==> src/rtl/ddr_tx_serializer.sv <==
// ---------------------------------------------------------------------------
// ddr_tx_serializer
//   Gearbox from a word-wide valid/ready stream to per-lane DDR output cells.
//   Each word is cut into BEATS slices of 2*LANES bits. Each clock the low
//   half of the current slice goes to d1_o (rising edge) and the high half
//   goes to d2_o (falling edge). Frames are marked with en1_o/en2_o. After
//   the beat that carries s_last_i, the block holds at least IFG_CYCLES idle
//   clocks before it accepts the next frame.
//
// Ports
//   clk_i      in   1       rising-edge clock
//   arstn_i    in   1       asynchronous active-low reset
//   s_data_i   in   DATA_W  input word, sampled only on a transfer
//   s_valid_i  in   1       s_data_i/s_last_i valid
//   s_last_i   in   1       word closes the frame
//   s_ready_o  out  1       word accepted this cycle if s_valid_i is high
//   d1_o       out  LANES   rising-edge bits
//   d2_o       out  LANES   falling-edge bits
//   en1_o      out  1       data enable, rising edge
//   en2_o      out  1       data enable, falling edge (same as en1_o)
//   busy_o     out  1       sending a frame or holding the inter-frame gap
// ---------------------------------------------------------------------------

// One DDR lane: registers the rising- and falling-edge bits for the next
// clock. The bits are forced to 0 whenever the enable is low.
module ddr_tx_lane (
   input  logic clk_i,
   input  logic arstn_i,
   input  logic en_n,
   input  logic r_n,
   input  logic f_n,
   output logic d1_o,
   output logic d2_o
);
   always_ff @(posedge clk_i or negedge arstn_i) begin
      if (!arstn_i) begin
         d1_o <= 1'b0;
         d2_o <= 1'b0;
      end else begin
         d1_o <= en_n & r_n;
         d2_o <= en_n & f_n;
      end
   end
endmodule

module ddr_tx_serializer #(
   parameter int DATA_W     = 8,
   parameter int LANES      = 4,
   parameter int IFG_CYCLES = 12
) (
   input  logic              clk_i,
   input  logic              arstn_i,
   input  logic [DATA_W-1:0] s_data_i,
   input  logic              s_valid_i,
   input  logic              s_last_i,
   output logic              s_ready_o,
   output logic [LANES-1:0]  d1_o,
   output logic [LANES-1:0]  d2_o,
   output logic              en1_o,
   output logic              en2_o,
   output logic              busy_o
);
   localparam int SLICE_W = 2 * LANES;
   localparam int BEATS   = DATA_W / SLICE_W;
   localparam int BW      = (BEATS > 1) ? $clog2(BEATS) : 1;
   localparam int GW      = (IFG_CYCLES > 1) ? $clog2(IFG_CYCLES) : 1;
   localparam logic [BW-1:0] BEAT_LAST = BW'(BEATS - 1);
   localparam logic [GW-1:0] GAP_LAST  = GW'((IFG_CYCLES > 0) ? IFG_CYCLES - 1 : 0);

   typedef enum logic [1:0] {IDLE, SEND, GAP} state_t;

   // The state registers describe what is on the output pins right now.
   // For example, SEND with beat_q == k means beat k of word_q is being driven.
   state_t            state_q, state_n;
   logic [DATA_W-1:0] word_q, word_n;
   logic              last_q, last_n;
   logic [BW-1:0]     beat_q, beat_n;
   logic [GW-1:0]     gap_q, gap_n;
   logic              fin, rdy, xfer;
   logic [SLICE_W-1:0] slice_n;

   assign fin = (beat_q == BEAT_LAST);

   always_comb begin
      rdy = 1'b0;
      case (state_q)
         IDLE:    rdy = 1'b1;
         SEND:    rdy = fin && (!last_q || (IFG_CYCLES == 0));
         default: rdy = 1'b0;
      endcase
   end

   // The reset term keeps ready low while reset is held, even though the
   // state register already reads IDLE.
   assign s_ready_o = arstn_i & rdy;
   assign xfer      = s_valid_i & s_ready_o;

   always_comb begin
      state_n = state_q;
      word_n  = word_q;
      last_n  = last_q;
      beat_n  = beat_q;
      gap_n   = gap_q;
      case (state_q)
         IDLE: begin
            if (xfer) begin
               state_n = SEND;
               word_n  = s_data_i;
               last_n  = s_last_i;
               beat_n  = '0;
            end
         end
         SEND: begin
            if (!fin) begin
               beat_n = beat_q + BW'(1);
            end else if (xfer) begin
               // Back-to-back word. Its beat 0 follows with no bubble.
               word_n = s_data_i;
               last_n = s_last_i;
               beat_n = '0;
            end else if (last_q && (IFG_CYCLES > 0)) begin
               state_n = GAP;
               gap_n   = '0;
            end else begin
               // End of frame with no gap, or underrun. An underrun leaves
               // the frame broken and is not flagged.
               state_n = IDLE;
            end
         end
         GAP: begin
            if (gap_q == GAP_LAST) state_n = IDLE;
            else                   gap_n   = gap_q + GW'(1);
         end
         default: state_n = IDLE;
      endcase
   end

   always_ff @(posedge clk_i or negedge arstn_i) begin
      if (!arstn_i) begin
         state_q <= IDLE;
         word_q  <= '0;
         last_q  <= 1'b0;
         beat_q  <= '0;
         gap_q   <= '0;
         en1_o   <= 1'b0;
         busy_o  <= 1'b0;
      end else begin
         state_q <= state_n;
         word_q  <= word_n;
         last_q  <= last_n;
         beat_q  <= beat_n;
         gap_q   <= gap_n;
         en1_o   <= (state_n == SEND);
         busy_o  <= (state_n != IDLE);
      end
   end

   assign en2_o = en1_o;

   // The output registers are loaded from the next-state word and beat, so
   // the pins stay in step with state_q.
   assign slice_n = word_n[int'(beat_n) * SLICE_W +: SLICE_W];

   for (genvar l = 0; l < LANES; l++) begin : g_lane
      ddr_tx_lane u_lane (
         .clk_i   (clk_i),
         .arstn_i (arstn_i),
         .en_n    (state_n == SEND),
         .r_n     (slice_n[l]),
         .f_n     (slice_n[LANES + l]),
         .d1_o    (d1_o[l]),
         .d2_o    (d2_o[l])
      );
   end
endmodule

==> config.mk <==
export PLATFORM = sky130hd
export DESIGN_NAME = ddr_tx_serializer
export DESIGN_NICKNAME = d
export VERILOG_FILES = /design/src/rtl/ddr_tx_serializer.sv
export SDC_FILE = /design/constraint.sdc
export NUM_CORES = 1
export LEC_CHECK = 0
export ABC_AREA = 1
export CAP_MARGIN = 10
export CORE_AREA = 2 2 56 58
export CTS_CLUSTER_SIZE = 25
export DETAILED_ROUTE_END_ITERATION = 10
export DIE_AREA = 0 0 58 60
export PLACE_DENSITY = 0.67
export SLEW_MARGIN = 30
export SYNTH_ARGS = -nofsm -noshare
export SYNTH_HDL_FRONTEND = slang
export SYNTH_SLANG_ARGS = --single-unit
export TNS_END_PERCENT = 50
==> constraint.sdc <==
create_clock -name clk_i -period 2.05 [get_ports clk_i]
set_input_delay 0.41 -clock clk_i [delete_from_list [all_inputs] [get_ports clk_i]]
set_output_delay 0.41 -clock clk_i [all_outputs]
set_load 0.01 [all_outputs]
Word level (Yosys, flattened, before mapping). Cells that the tools add are included.

Register bits: 26. Input port bits: 12. Output and inout port bits: 12. Logic and storage cells: 66.

Add/subtract/negate cells: 2. Equality and inequality tests: 8. Shifts and indexed selects: 1. Muxes and demuxes: 21. Bitwise logic cells: 11. Reduce and logical (&&, ||, !) cells: 8.

Operators by type and width (number): two-way mux 4 bit (4); two-way mux 8 bit (2); case mux 8 bit (2 select lines) (1); AND 1 bit (10); two-way mux 2 bit (5); inequality test 2 bit (second input constant) (4); case mux 4 bit (2 select lines) (1); indexed part select 8 x 5 -> 8 bit (1); case mux 1 bit (2 select lines) (3); case mux 2 bit (3 select lines) (1); nonzero test 2 bit (3); AND reduction 5 bit (1); adder 4 x 1 -> 4 bit (second input constant) (1); == test 2 x 1 -> 1 bit (second input constant) (2); == test 4 bit (second input constant) (1); two-way mux 1 bit (4); == test 2 bit (second input constant) (1); logical NOT 2 bit (1); AND reduction 2 bit (1); adder 1 bit (second input constant) (1); logical AND 1 bit (1); logical NOT 1 bit (1); inverter 1 bit (1).

Logic depth before layout (Yosys ltp). Gate-level depths: netlist of the first run.

Depth in word-level cells: 10. Gate-level depth with buffers: 7. Gate-level depth less buffers: 7.

Cells and area by module. A second synthesis of the first run with hierarchy kept.

Cells, all modules: 157. Area total of the unflattened synthesis: 1242.4 µm².

Modules (own cells, without submodules): ddr_tx_serializer (times used 1, cells each 133, area each 982.2 µm², sequential area each 450.4 µm²); ddr_tx_lane (times used 4, cells each 6, area each 65.1 µm², sequential area each 50.0 µm²).

Worst setup path after synthesis of the first run. Ideal clock, no wire load.

Path kind: reg2out. Start: reg last_q. End: out s_ready_o. Data arrival time: 872 ps. Required time: 1640 ps. Setup slack: 768 ps. Cell stages (with the launch flop): 3. Buffers on the path: 0. Cells stage by stage: dfrtp_1 -> o21ai_4 -> and2_2.

Cells in the longest elaborated chain, start to end: 4.

RTL lines: start: declaration (RTL line 76) `logic last_q, last_n;`; start signal: assignment (RTL line 150) `last_q <= last_n;`; logical NOT 1 bit (RTL line 88) `SEND: rdy = fin && (!last_q || (IFG_CYCLES == 0));`; logical AND 1 bit (RTL line 88); case mux 1 bit (2 select lines) (RTL line 86) `case (state_q)`; AND 1 bit (RTL line 95) `assign s_ready_o = arstn_i & rdy;`; end: declaration (RTL line 56) `output logic s_ready_o,`.

Every way passes these cells.

Worst setup path in the final report of the first run.
Start: in arstn_i. End: out s_ready_o.

Cells in the longest elaborated chain, start to end: 1.

RTL lines: start: declaration (RTL line 52) `input logic arstn_i,`; AND 1 bit (RTL line 95).

Every way passes these cells.

==> results of run 1 <==
==> cell type report <==
type | instances | area share
clock buffers | 3 | 0.0154
inverters | 34 | 0.0873
multi-input cells | 74 | 0.247
repair buffers | 27 | 0.177
well taps | 33 | 0.0283
flip-flops and latches | 26 | 0.445
==> metrics by stage <==
stage	instances	TNS, ns	power [W]
after floorplan	145	0	0.00111
after global routing	197	0	0.00160
after CTS	197	0	0.00148
after global placement	194	-0.0508	0.00126
final	197	0	0.00147
after detailed placement	194	-0.0798	0.00128
==> critical path: cells and delay by family <==
kind | cells | cell delay (ns)
buf+inv | 3 | 0.82
simple gates | 2 | 0.22
==> flip-flops by register name (all words and copies together), names as in the netlist <==
register / flops
gap_q: 4
word_q: 8
beat_q: 1
state_q: 2
last_q: 1
g_lane.u_lane.d2_o: 4
g_lane.u_lane.d1_o: 4
busy_o: 1
en1_o: 1
==> power breakdown <==
part | switching [W] | internal [W]
clock network | 0.000141 | 0.0000687
registers | 0.0000825 | 0.000663
logic | 0.000282 | 0.000228
==> Yosys cell counts <==
cell	number
nand2_1	39
nor2_1	12
a21oi_1	2
ha_1	1
inv_2	1
nand3_1	5
clkbuf_2	1
o21ai_0	1
o21ai_4	1
inv_1	33
and3_2	1
dfrtp_1	26
and2_2	1
buf_6	1
nor2_4	1
nand3_4	1
buf_4	9
nand4_1	9
==> routing by layer <==
layer	track usage	vias to the layer above	wire, um
li1	-	466	-
met4	0.0598	0	29
met1	0.166	413	944
met2	0.253	19	1020
met5	0	-	0
met3	0.0281	4	104
==> final timing paths <==
kind                                from               endpoint  slack, ns  depth (start not counted)
worst max register to register    last_q  g_lane[1].u_lane.d2_o       0.65                          6
worst max-delay path             arstn_i              s_ready_o       0.20                          5
min in group clk_i              gap_q[1]               gap_q[1]       0.55                          2
worst min-delay path             arstn_i              word_q[3]       0.48                          2
worst min register to register  gap_q[1]               gap_q[1]       0.55                          2
max in group asynchronous        arstn_i  g_lane[0].u_lane.d2_o       1.33                          2
==> cells by family after synthesis <==
group,count (synthesis),synth area share
buffers and inverters,45,0.173
AND/OR/NAND/NOR,69,0.259
flip-flops,26,0.532
adder cells (fa/ha/maj),1,0.0102
AO/OA/AOI/OAI,4,0.0256
==> summary.md, run 1 <==
| Metric | Value |
|---|---|
| Status | `finished clean` |
| Syn Area/Cell | `8.43 um2` |
| Part of the cycle the worst path needs | `0.900` |
| Final Worst Setup Slack | `0.205 ns` |
| Skew-Pair Late Insertion Delay | `0.31 ns` |
| Syn_nets | `158` |
| Pwr/cell area | `1000 nW/um2` |
| Core Util, Final | `0.503` |
| WHS | `0.479 ns` |
| Die width | `58 um` |
| #FFs+latches synth | `26` |
| Synth area leaders | `dfrtp_1 (53%), nand2_1 (12%), inv_1 (10%), buf_4 (5.5%), nand4_1 (4.6%)` |
| Clock Skew | `0.00239 ns` |
| Hold buffers post-CTS | `0` |
| Tightest Pin Transition | `0.323 ns` |
| Final Max Tran Viols | `0` |
| P&R area growth vs syn | `19.5%` |
| Die Ht | `60 um` |
| Most frequent cells in the layout | `nand2_1 (39), inv_1 (33), dfrtp_1 (26)` |
| Most common cell after layout, fill and taps aside | `nand2_1` |
| Reg area | `651 um2` |
| Total wire length | `2100 um` |
| CP Max Fanout | `2` |
| Clk pin slew, worst setup/hold paths | `0.13 ns` |
| CP Cell Sequence | `clkdlybuf4s50_1, inv_1, nor2_4, and2_2, dlygate4sd2_1` |
| Largest net degree at the start of global routing | `27` |
| Synth unique cells | `18` |
| Slowest cell delay on critical path | `0.48 ns` |
| Relative slew slack | `0.785` |
| Placed inst area | `1440 um2` |
| Clock buffer depth | `2` |
| Max_cap viols | `0` |
| Period minus WS final | `1.85 ns` |
| PostCTS Resize Cnt | `1` |
| Setup CP Type | `primary input to primary output` |
| Req. time, crit path | `1.64 ns` |
| # Post-CTS Setup Buffers | `0` |
| Nets | `179` |
| Synth top area share | `0.532` |
| Ys Warns | `0` |
| Peak supply drop | `507 uV` |
| Via count | `902` |
| Crit-path slowest cell | `clkdlybuf4s50_1` |
| CTS tree | `yes` |
| Io pins | `24` |
| Final setup viols | `0` |
| CTS root buf | `clkbuf_4` |
| First-pass GRT wire length | `3680 um` |
| Largest area contributor in the netlist | `dfrtp_1` |
| CP Capture Type | `primary output` |
| CTS buffer count | `3` |
| Multi-input gate area | `360 um2` |
| Final count of hold timing violations | `0` |
| Leakage | `0.805 nW` |
| Max Fclk | `542 MHz` |
| Initial DRC Count | `15` |
| RSZ-0062 raised after global routing | `no` |
| CTS H-tree lvls | `1` |
| Pre-CTS WS | `-0.0798 ns` |
| Initial Util | `0.421` |
| Port buffer count | `23` |
| WP data arrival | `1.44 ns` |
| Post-DP HPWL | `1550 um` |
| # rows | `20` |
| Final ANT Viol Nets | `0` |
| Core Area | `2900 um2` |
| Antenna cell count | `0` |
| Share of cells above drive strength 1 | `0.0793` |
| Sequential fraction of the synthesis area | `0.532` |
| Cell Area, Synth | `1220 um2` |
| Initial antenna violation count | `0` |
| Router iterations before antenna repair | `4` |
| Vias in the first global route | `855` |
| Total global routing track utilization | `0.142` |
| Synthesized instance count | `145` |
| Via density | `4.58` |
| Final std cell area, no fill | `1460 um2` |
| Grt total ovfl | `0` |
| Placer Congestion | `0.757` |
| Clk sink count | `26` |
| Die area | `3480 um2` |
| # DRC | `0` |
| Fillers | `293` |
| Critical Path Start Type | `primary input` |
| Hold Path Class | `primary input to async pin` |
| Avg WL per Cell | `10.6 um` |
Power figures use the tool's default switching activity.
==> run 2: changes to the inputs <==
- SKIP_LAST_GASP: default -> 1
==> results of run 2 <==
Same layout as run 1: the final DEF is identical, and so are final timing and power.
